**config.mk**
```make
export PLATFORM = sky130hd
export DESIGN_NAME = spi_ram_burst
export DESIGN_NICKNAME = d
export VERILOG_FILES = /design/src/rtl/spi_ram_pkg.sv /design/src/rtl/spi_ram_burst_core.sv /design/src/rtl/spi_ram_burst.sv
export SDC_FILE = /design/constraint.sdc
export NUM_CORES = 2
export LEC_CHECK = 0
export BUFFER_PORTS_ARGS = -buffer_cell sky130_fd_sc_hd__buf_2
export CAP_MARGIN = 20
export CORE_ASPECT_RATIO = 0.75
export CORE_MARGIN = 2
export CORE_UTILIZATION = 25
export CTS_CLUSTER_DIAMETER = 50
export CTS_CLUSTER_SIZE = 24
export DETAILED_ROUTE_END_ITERATION = 12
export HOLD_SLACK_MARGIN = 0.06
export PLACE_DENSITY = 0.4
export SLEW_MARGIN = 40
export SYNTH_ARGS = -nofsm -noshare
export SYNTH_HDL_FRONTEND = slang
export SYNTH_HIERARCHICAL = 1
export SYNTH_SLANG_ARGS = --single-unit
```
**constraint.sdc**
```tcl
create_clock -name clk -period 4.7 [get_ports clk]
set_input_delay 0 -clock clk [delete_from_list [all_inputs] [get_ports clk]]
set_output_delay 0 -clock clk [all_outputs]
set_load 0.005 [all_outputs]
```
**src/rtl/spi_ram_pkg.sv**
```systemverilog
// Shared types for the SPI RAM back-end: command tags and control FSM states.
package spi_ram_pkg;

  typedef enum logic [1:0] {
    CMD_WADDR = 2'b00,
    CMD_WDATA = 2'b01,
    CMD_RADDR = 2'b10,
    CMD_RDATA = 2'b11
  } spi_ram_cmd_e;

  typedef enum logic {
    IDLE = 1'b0,
    HOLD = 1'b1
  } spi_ram_state_e;

endpackage

```
**src/rtl/spi_ram_burst_core.sv**
```systemverilog
// Single-port synchronous RAM array with registered read data; contents are never reset.
module spi_ram_core
  import spi_ram_pkg::*;
#(
  parameter int DATA_W    = 8,
  parameter int ADDR_W    = 8,
  parameter int MEM_DEPTH = 256
) (
  input  logic              clk,
  input  logic              we,
  input  logic [ADDR_W-1:0] addr,
  input  logic [DATA_W-1:0] wdata,
  output logic [DATA_W-1:0] rdata
);

  logic [DATA_W-1:0] mem_q [MEM_DEPTH];
  logic [DATA_W-1:0] rdata_q;

  // Read-before-write on the same edge; a write is visible to a read one edge later.
  always_ff @(posedge clk) begin
    if (we) mem_q[addr] <= wdata;
    rdata_q <= mem_q[addr];
  end

  assign rdata = rdata_q;

endmodule

```
**src/rtl/spi_ram_burst.sv**
```systemverilog
// SPI slave RAM back-end: tagged command decode, tx handshake, range check.
// Define SPI_RAM_AUTO_INC_EN to post-increment both pointers (with wrap) on data commands.
module spi_ram_burst
  import spi_ram_pkg::*;
#(
  parameter int DATA_W    = 8,
  parameter int ADDR_W    = 8,
  parameter int MEM_DEPTH = 256
) (
  input  logic              clk,
  input  logic              rst_n,
  input  logic              rx_valid,
  output logic              rx_ready,
  input  logic [DATA_W+1:0] din,
  output logic [DATA_W-1:0] dout,
  output logic              tx_valid,
  input  logic              tx_ready,
  output logic              err
);

  localparam logic [ADDR_W-1:0] LAST_ADDR = ADDR_W'(MEM_DEPTH - 1);
  localparam logic [DATA_W:0]   DEPTH_EXT = (DATA_W + 1)'(MEM_DEPTH);

  spi_ram_state_e    state_q, state_d;
  logic [ADDR_W-1:0] addr_wr_q, addr_wr_d;
  logic [ADDR_W-1:0] addr_rd_q, addr_rd_d;
  logic [ADDR_W-1:0] rd_hold_q, rd_hold_d;
  logic              err_q, err_d;

  spi_ram_cmd_e      cmd;
  logic [DATA_W-1:0] payload;
  logic              accept;
  logic              addr_ok;
  logic              core_we;
  logic [ADDR_W-1:0] core_addr;
  logic [DATA_W-1:0] core_rdata;

  function automatic logic [ADDR_W-1:0] next_addr(input logic [ADDR_W-1:0] a);
`ifdef SPI_RAM_AUTO_INC_EN
    return (a == LAST_ADDR) ? '0 : a + 1'b1;
`else
    return a;
`endif
  endfunction

  assign cmd      = spi_ram_cmd_e'(din[DATA_W+1:DATA_W]);
  assign payload  = din[DATA_W-1:0];
  assign tx_valid = (state_q == HOLD);
  assign rx_ready = !tx_valid;
  assign accept   = rx_valid && rx_ready;
  // Full-width compare also rejects any payload bits set above ADDR_W.
  assign addr_ok  = ({1'b0, payload} < DEPTH_EXT);

  always_comb begin
    state_d   = state_q;
    addr_wr_d = addr_wr_q;
    addr_rd_d = addr_rd_q;
    rd_hold_d = rd_hold_q;
    err_d     = 1'b0;
    core_we   = 1'b0;
    core_addr = addr_rd_q;
    case (state_q)
      IDLE: begin
        if (accept) begin
          case (cmd)
            CMD_WADDR: begin
              if (addr_ok) addr_wr_d = payload[ADDR_W-1:0];
              else         err_d     = 1'b1;
            end
            CMD_WDATA: begin
              core_we   = 1'b1;
              core_addr = addr_wr_q;
              addr_wr_d = next_addr(addr_wr_q);
            end
            CMD_RADDR: begin
              if (addr_ok) addr_rd_d = payload[ADDR_W-1:0];
              else         err_d     = 1'b1;
            end
            CMD_RDATA: begin
              core_addr = addr_rd_q;
              rd_hold_d = addr_rd_q;
              addr_rd_d = next_addr(addr_rd_q);
              state_d   = HOLD;
            end
            default: ;
          endcase
        end
      end
      HOLD: begin
        // Keep re-reading the pending location so dout stays frozen until handoff.
        core_addr = rd_hold_q;
        if (tx_ready) state_d = IDLE;
      end
      default: state_d = IDLE;
    endcase
  end

  always_ff @(posedge clk or negedge rst_n) begin
    if (!rst_n) begin
      state_q   <= IDLE;
      addr_wr_q <= '0;
      addr_rd_q <= '0;
      rd_hold_q <= '0;
      err_q     <= 1'b0;
    end else begin
      state_q   <= state_d;
      addr_wr_q <= addr_wr_d;
      addr_rd_q <= addr_rd_d;
      rd_hold_q <= rd_hold_d;
      err_q     <= err_d;
    end
  end

  spi_ram_core #(
    .DATA_W   (DATA_W),
    .ADDR_W   (ADDR_W),
    .MEM_DEPTH(MEM_DEPTH)
  ) u_core (
    .clk  (clk),
    .we   (core_we),
    .addr (core_addr),
    .wdata(payload),
    .rdata(core_rdata)
  );

  // Gating with tx_valid gives an immediate zero on async reset despite the unreset array.
  assign dout = tx_valid ? core_rdata : '0;
  assign err  = err_q;

endmodule
```
# Word-level counts from Yosys, hierarchy flattened
# Memory sizes are Yosys's and may differ from the RTL's. A register that Yosys moved wholly into a read port is not among the register bits.
# Index checks and enable logic that the tools add are counted.
# classes
eq_ne,3
mux,13
n_bitwise,1
n_reduce_logical,6
# op_table
cell,count
two-way mux 8 bit,3
one-hot mux 8 bit (2 select lines),1
AND reduction 3 bit,3
two-way mux 1 bit,8
"== test 2 bit, second input constant",2
"== test 2 x 1 -> 1 bit, second input constant",1
zero test 2 bit,1
one-hot mux 1 bit (2 select lines),1
logical AND 1 bit,1
zero test 1 bit,1
inverter 1 bit,1
# word_totals
register_bits,25
ramBits,2048
inputBits,14
output_inout_bits,11
elab_cells,28
mem_count,1
# memory_table
memory,words,word_bits,rd,rd_ports_with_merged_regs,wr,line,text
u_core.mem_q,256,8,1,1,1,spi_ram_burst_core.sv:16,logic [DATA_W-1:0] mem_q [MEM_DEPTH];

# Longest topological paths before layout
# logic_depth
depth_word,6
ltp_mapped,14
depth_no_buf,8

# Cells and area by module
# The synthesis kept the hierarchy.
# modules_own_cells
mod,instances,cells_each,area_each_um2,seq_area_each_um2
spi_ram_core,1,3547,78492.8,61659.1
spi_ram_burst,1,86,1181.1,625.6

# Worst setup path after synthesis
# No wires, ideal clock.
# synth_timing
kind,flip-flop to flip-flop
startpoint,reg state_q (netlist: tx_valid)
endpoint,mem u_core.mem_q[112][0] (enable)
setup_time_ns,0.370
t_arrival_ns,2.971
t_required_ns,4.330
slack_ns,1.359
stages_incl_launch_ff,12
n_path_buf,5
synth_period_minus_slack_ns,3.341
cell_sequence,dfrtp_1 nor4bb_1 buf_2 nor2_1 a21o_1 buf_2 nor2_1 clkbuf_1 clkbuf_1 nand3_1 clkbuf_1 nor2_1
# synth_between
elab_chain_len,6
elab_cells_between_ends,9
classes_between,6 x mux; 1 x bitwise; 2 x reduce/logical
# synth_rtl
item,line,text
"start, declared",spi_ram_burst.sv:24,"spi_ram_state_e state_q, state_d;"
"start signal, assigned",spi_ram_burst.sv:106,state_q <= state_d;
zero test 1 bit,spi_ram_burst.sv:49,assign rx_ready = !tx_valid;
logical AND 1 bit,spi_ram_burst.sv:50,assign accept = rx_valid && rx_ready;
two-way mux 1 bit,spi_ram_burst.sv:64,if (accept) begin
two-way mux 1 bit *,spi_ram_burst.sv:62,case (state_q)
net core_we,spi_ram_burst.sv:34,logic core_we;
two-way mux 1 bit *,spi_ram_burst_core.sv:21,if (we) mem_q[addr] <= wdata;
two-way mux 1 bit (not written as such) *,spi_ram_burst_core.sv:21,
"end, declared",spi_ram_burst_core.sv:16,
# The timed path passes the listed nets; every way through them passes the cells marked *.

# Worst setup path in the final report
# layout_timing
startpoint,reg state_q (netlist: tx_valid)
endpoint,"reg u_core.rdata_q[7] (netlist: u_core/rdata[7]), read port of u_core.mem_q"
# layout_between
elab_chain_len,4
elab_cells_between_ends,5
classes_between,2 x mux; 1 x bitwise; 2 x reduce/logical
# layout_rtl
item,line,text
zero test 1 bit,spi_ram_burst.sv:49,
logical AND 1 bit,spi_ram_burst.sv:50,
two-way mux 8 bit,spi_ram_burst.sv:64,
one-hot mux 8 bit (2 select lines) *,spi_ram_burst.sv:62,
net core_addr[0],spi_ram_burst.sv:35,logic [ADDR_W-1:0] core_addr;
"end, declared",spi_ram_burst_core.sv:17,logic [DATA_W-1:0] rdata_q;
# Marks and branches as above.
# A chain may end at the register's enable or synchronous reset.

==> results.toml <==
[sta]
fin_hold_ws_ps = 146.0
worst-slew-pin-transition_ps = 916.3
setup_violations = 0
fin_worst_skew_ps = 49.28
maxSlewViolCount = 0
finalHoldViolCount = 0
slew_headroom_pct = 38.11
period_needed_ps = 4456
max_freq_mhz = 224.4
fin_crit_sh_pct = 94.81
rsz0062_at_grt = "no"

[min_path]
hold_class = "in2async"

[die]
num_rows = 179
core_um2 = 317100
die_h_um = 492.9
die_w_um = 655.9
ios = 25
dieArea_um2 = 323300
start_util_pct = 25.12

[critical_path]
crit_path_frequent_cell = "buf_12"
critPathRequiredTime_ps = 5440
path_cells = "nor4bb_4, a22o_1, a21o_4, buf_12, buf_12, buf_12, buf_4, mux4_2, a22oi_1, a21oi_1, o41ai_4, buf_4, nand4_1"
worstPathMaxFanout = 30
cp-start-kind = "flop"
end_kind = "flop"
crit_slowest_cell = "o41ai_4"
cp.arrival_ps = 5190
slowest_delay_ps = 710
critPathKind = "reg2reg"

[placement]
placed_cell_area_um2 = 88460
place_congestion = 0.7623
post-dp-hpwl_um = 147900
port-buffer-count = 23

[logic_synthesis]
yosys.area.top_type = "edfxtp_1"
synth_cells = 3633
ys.warnings.count = 6
synth_seq_cells = 2081
synth_nets = 3647
synthDistinctLibCells = 31
synth_commonest_cells = "edfxtp_1 (2048), mux4_2 (512), a22oi_1 (256)"
synth_edf_count = 2048
async_flop_share_pct = 1.201
yosysMostFrequentCell = "edfxtp_1"
synth_area_per_cell_um2 = 21.93
synthTopCellsByArea = "edfxtp_1 (77%), mux4_2 (14%), a22oi_1 (2.4%)"
synthFlopType = "edfxtp_1"
synth_top_area_share_pct = 77.19
synthesis.area_um2 = 79670
ys_seq_area_share_pct = 78.17

[finish]
drive_gt1_share_pct = 32.16
area_growth_pct = 18.28
nFillCells = 30981
nets = 4094
multi_input_area_um2 = 16510
final_util_pct = 29.72
ff_latch_area_um2 = 62290
final_area_um2 = 94240

[clock_network]
clkSinkCount = 2081
cts_made_buffers = 164
clk_pin_slew_ps = 90
cts_tree = "done"
cts_htree_levels = 4
cts_setup_buffers = 0
root_buffer = "clkbuf_16"
clock_latency_ps = 850
clock_path_buffers = 4

[global_route]
grt_max_degree = 151
antenna_found_initial = 12
grt_pass1_wl_um = 328300
grt_use_total_pct = 14.30
grt_pass1_vias = 39854
grt-ovfl-total = 0

[outcome]
violations = "DRC"
status = "finished, violations left"

[drt]
ant_nets = 0
post-route-drc-count = 2
vias_per_cell = 4.633
avgRoutedWirePerCell_um = 27.87
wirelength_um = 235700
drtIter0Drc = 4176
via_count = 39185
drt_pass1_iterations = 11

[pwr]
peakVddDrop_v = 0.0002342
p_leak_nw = 28.67
powerDensity_nw_per_um2 = 464.9
total_power_mw = 43.81

[flow_run]
drv_cap = 0
-- power breakdown --
part	switching [mW]	leakage [nW]	total, mW	internal, mW
logic	5.26	7.26	8.70	3.45
clock network	7.42	2.64	14.6	7.14
registers	0.0853	18.8	20.5	20.5
-- cells by family (layout without fill, tap and decap cells) --
family | count (synthesis) | after routing | share of synthesized area [%]
AOI/OAI and AO/OA | 433 | 433 | 3.738
buffers and inverters | 239 | 807 | 1.426
DFF | 2081 | 2081 | 78.17
muxes | 536 | 536 | 14.81
other | 1 | 4 | 0.004707
and+or+nand+nor | 343 | 343 | 1.845
-- per-stage QoR --
step	setup WS, ps	setup TNS, ps	instances
floorplan	1359	0	3633
global placement	-1148	-2702	8132
detailed placement	74.43	0	8143
CTS	65.63	0	8451
global route	18.27	0	8455
finish	244.1	0	8457
-- critical path: cells and delay by family (launching register included) --
family	cells	cell delay, ps
AOI/OAI and AO/OA	5	1580
and+or+nand+nor	2	610
buffers and inverters	5	1120
DFF	1	430
muxes	1	510
-- flip-flops by register name (all words and copies together), names as in the netlist --
signal        cells
u_core/mem_q   2048
addr_rd_q         8
addr_wr_q         8
rd_hold_q         8
u_core/rdata      8
tx_valid          1
-- area by class of cell --
cell class                 count  share of cell area, %
timing repair buffer         518                  4.959
tap                         4253                  5.647
sequential                  2081                  66.09
antenna                        3               0.007966
clock buffer                 173                  4.413
clock inverter               114                  1.352
inverter                       2               0.007966
multi-input combinational   1313                  17.52
-- worst paths after layout --
path	slack, ps	to	startpoint	depth (start not counted)
max reg2reg	240	u_core/rdata[7]	tx_valid	13
min in group clk	150	u_core/mem_q[148][1]	din[1]	2
max in group asynchronous	4390	rd_hold_q[2]	rst_n	4
max	240	u_core/rdata[7]	tx_valid	13
min reg2reg	510	addr_wr_q[4]	addr_wr_q[4]	1
min	150	addr_wr_q[6]	rst_n	4
-- layer usage --
layer	part of all wire, %	global-route usage [%]	vias up
met5	0.027	0.08744	-
met4	1.8	2.715	6
met3	6.6	3.116	262
met2	43	20.57	1020
met1	49	22.07	21618
li1	-	-	16279
-- what timing repair did --
item | CTS | global route
hold buffers | 21 | 0
resized for setup | 0 | 0
hold endpoints to repair | 1357 | 0
endpoints found under the setup margin | 0 | 1
-- cells in the final DEF (no fill, tap or decap), types with 16 or more instances in the layout --
master	netlist	final
clkinv_8	0	16
edfxtp_1	2048	2048
buf_4	17	419
inv_8	0	22
nand2_1	28	17
nor2_1	233	231
a21oi_1	128	128
o41ai_1	32	19
buf_2	38	17
nor3_1	30	30
mux4_2	512	512
inv_6	0	24
clkbuf_16	0	165
dlygate4sd3_1	0	20
buf_12	0	42
mux2_2	24	24
dfrtp_1	25	24
a22oi_1	256	256
Note: power is estimated with default switching activity, not from simulation.
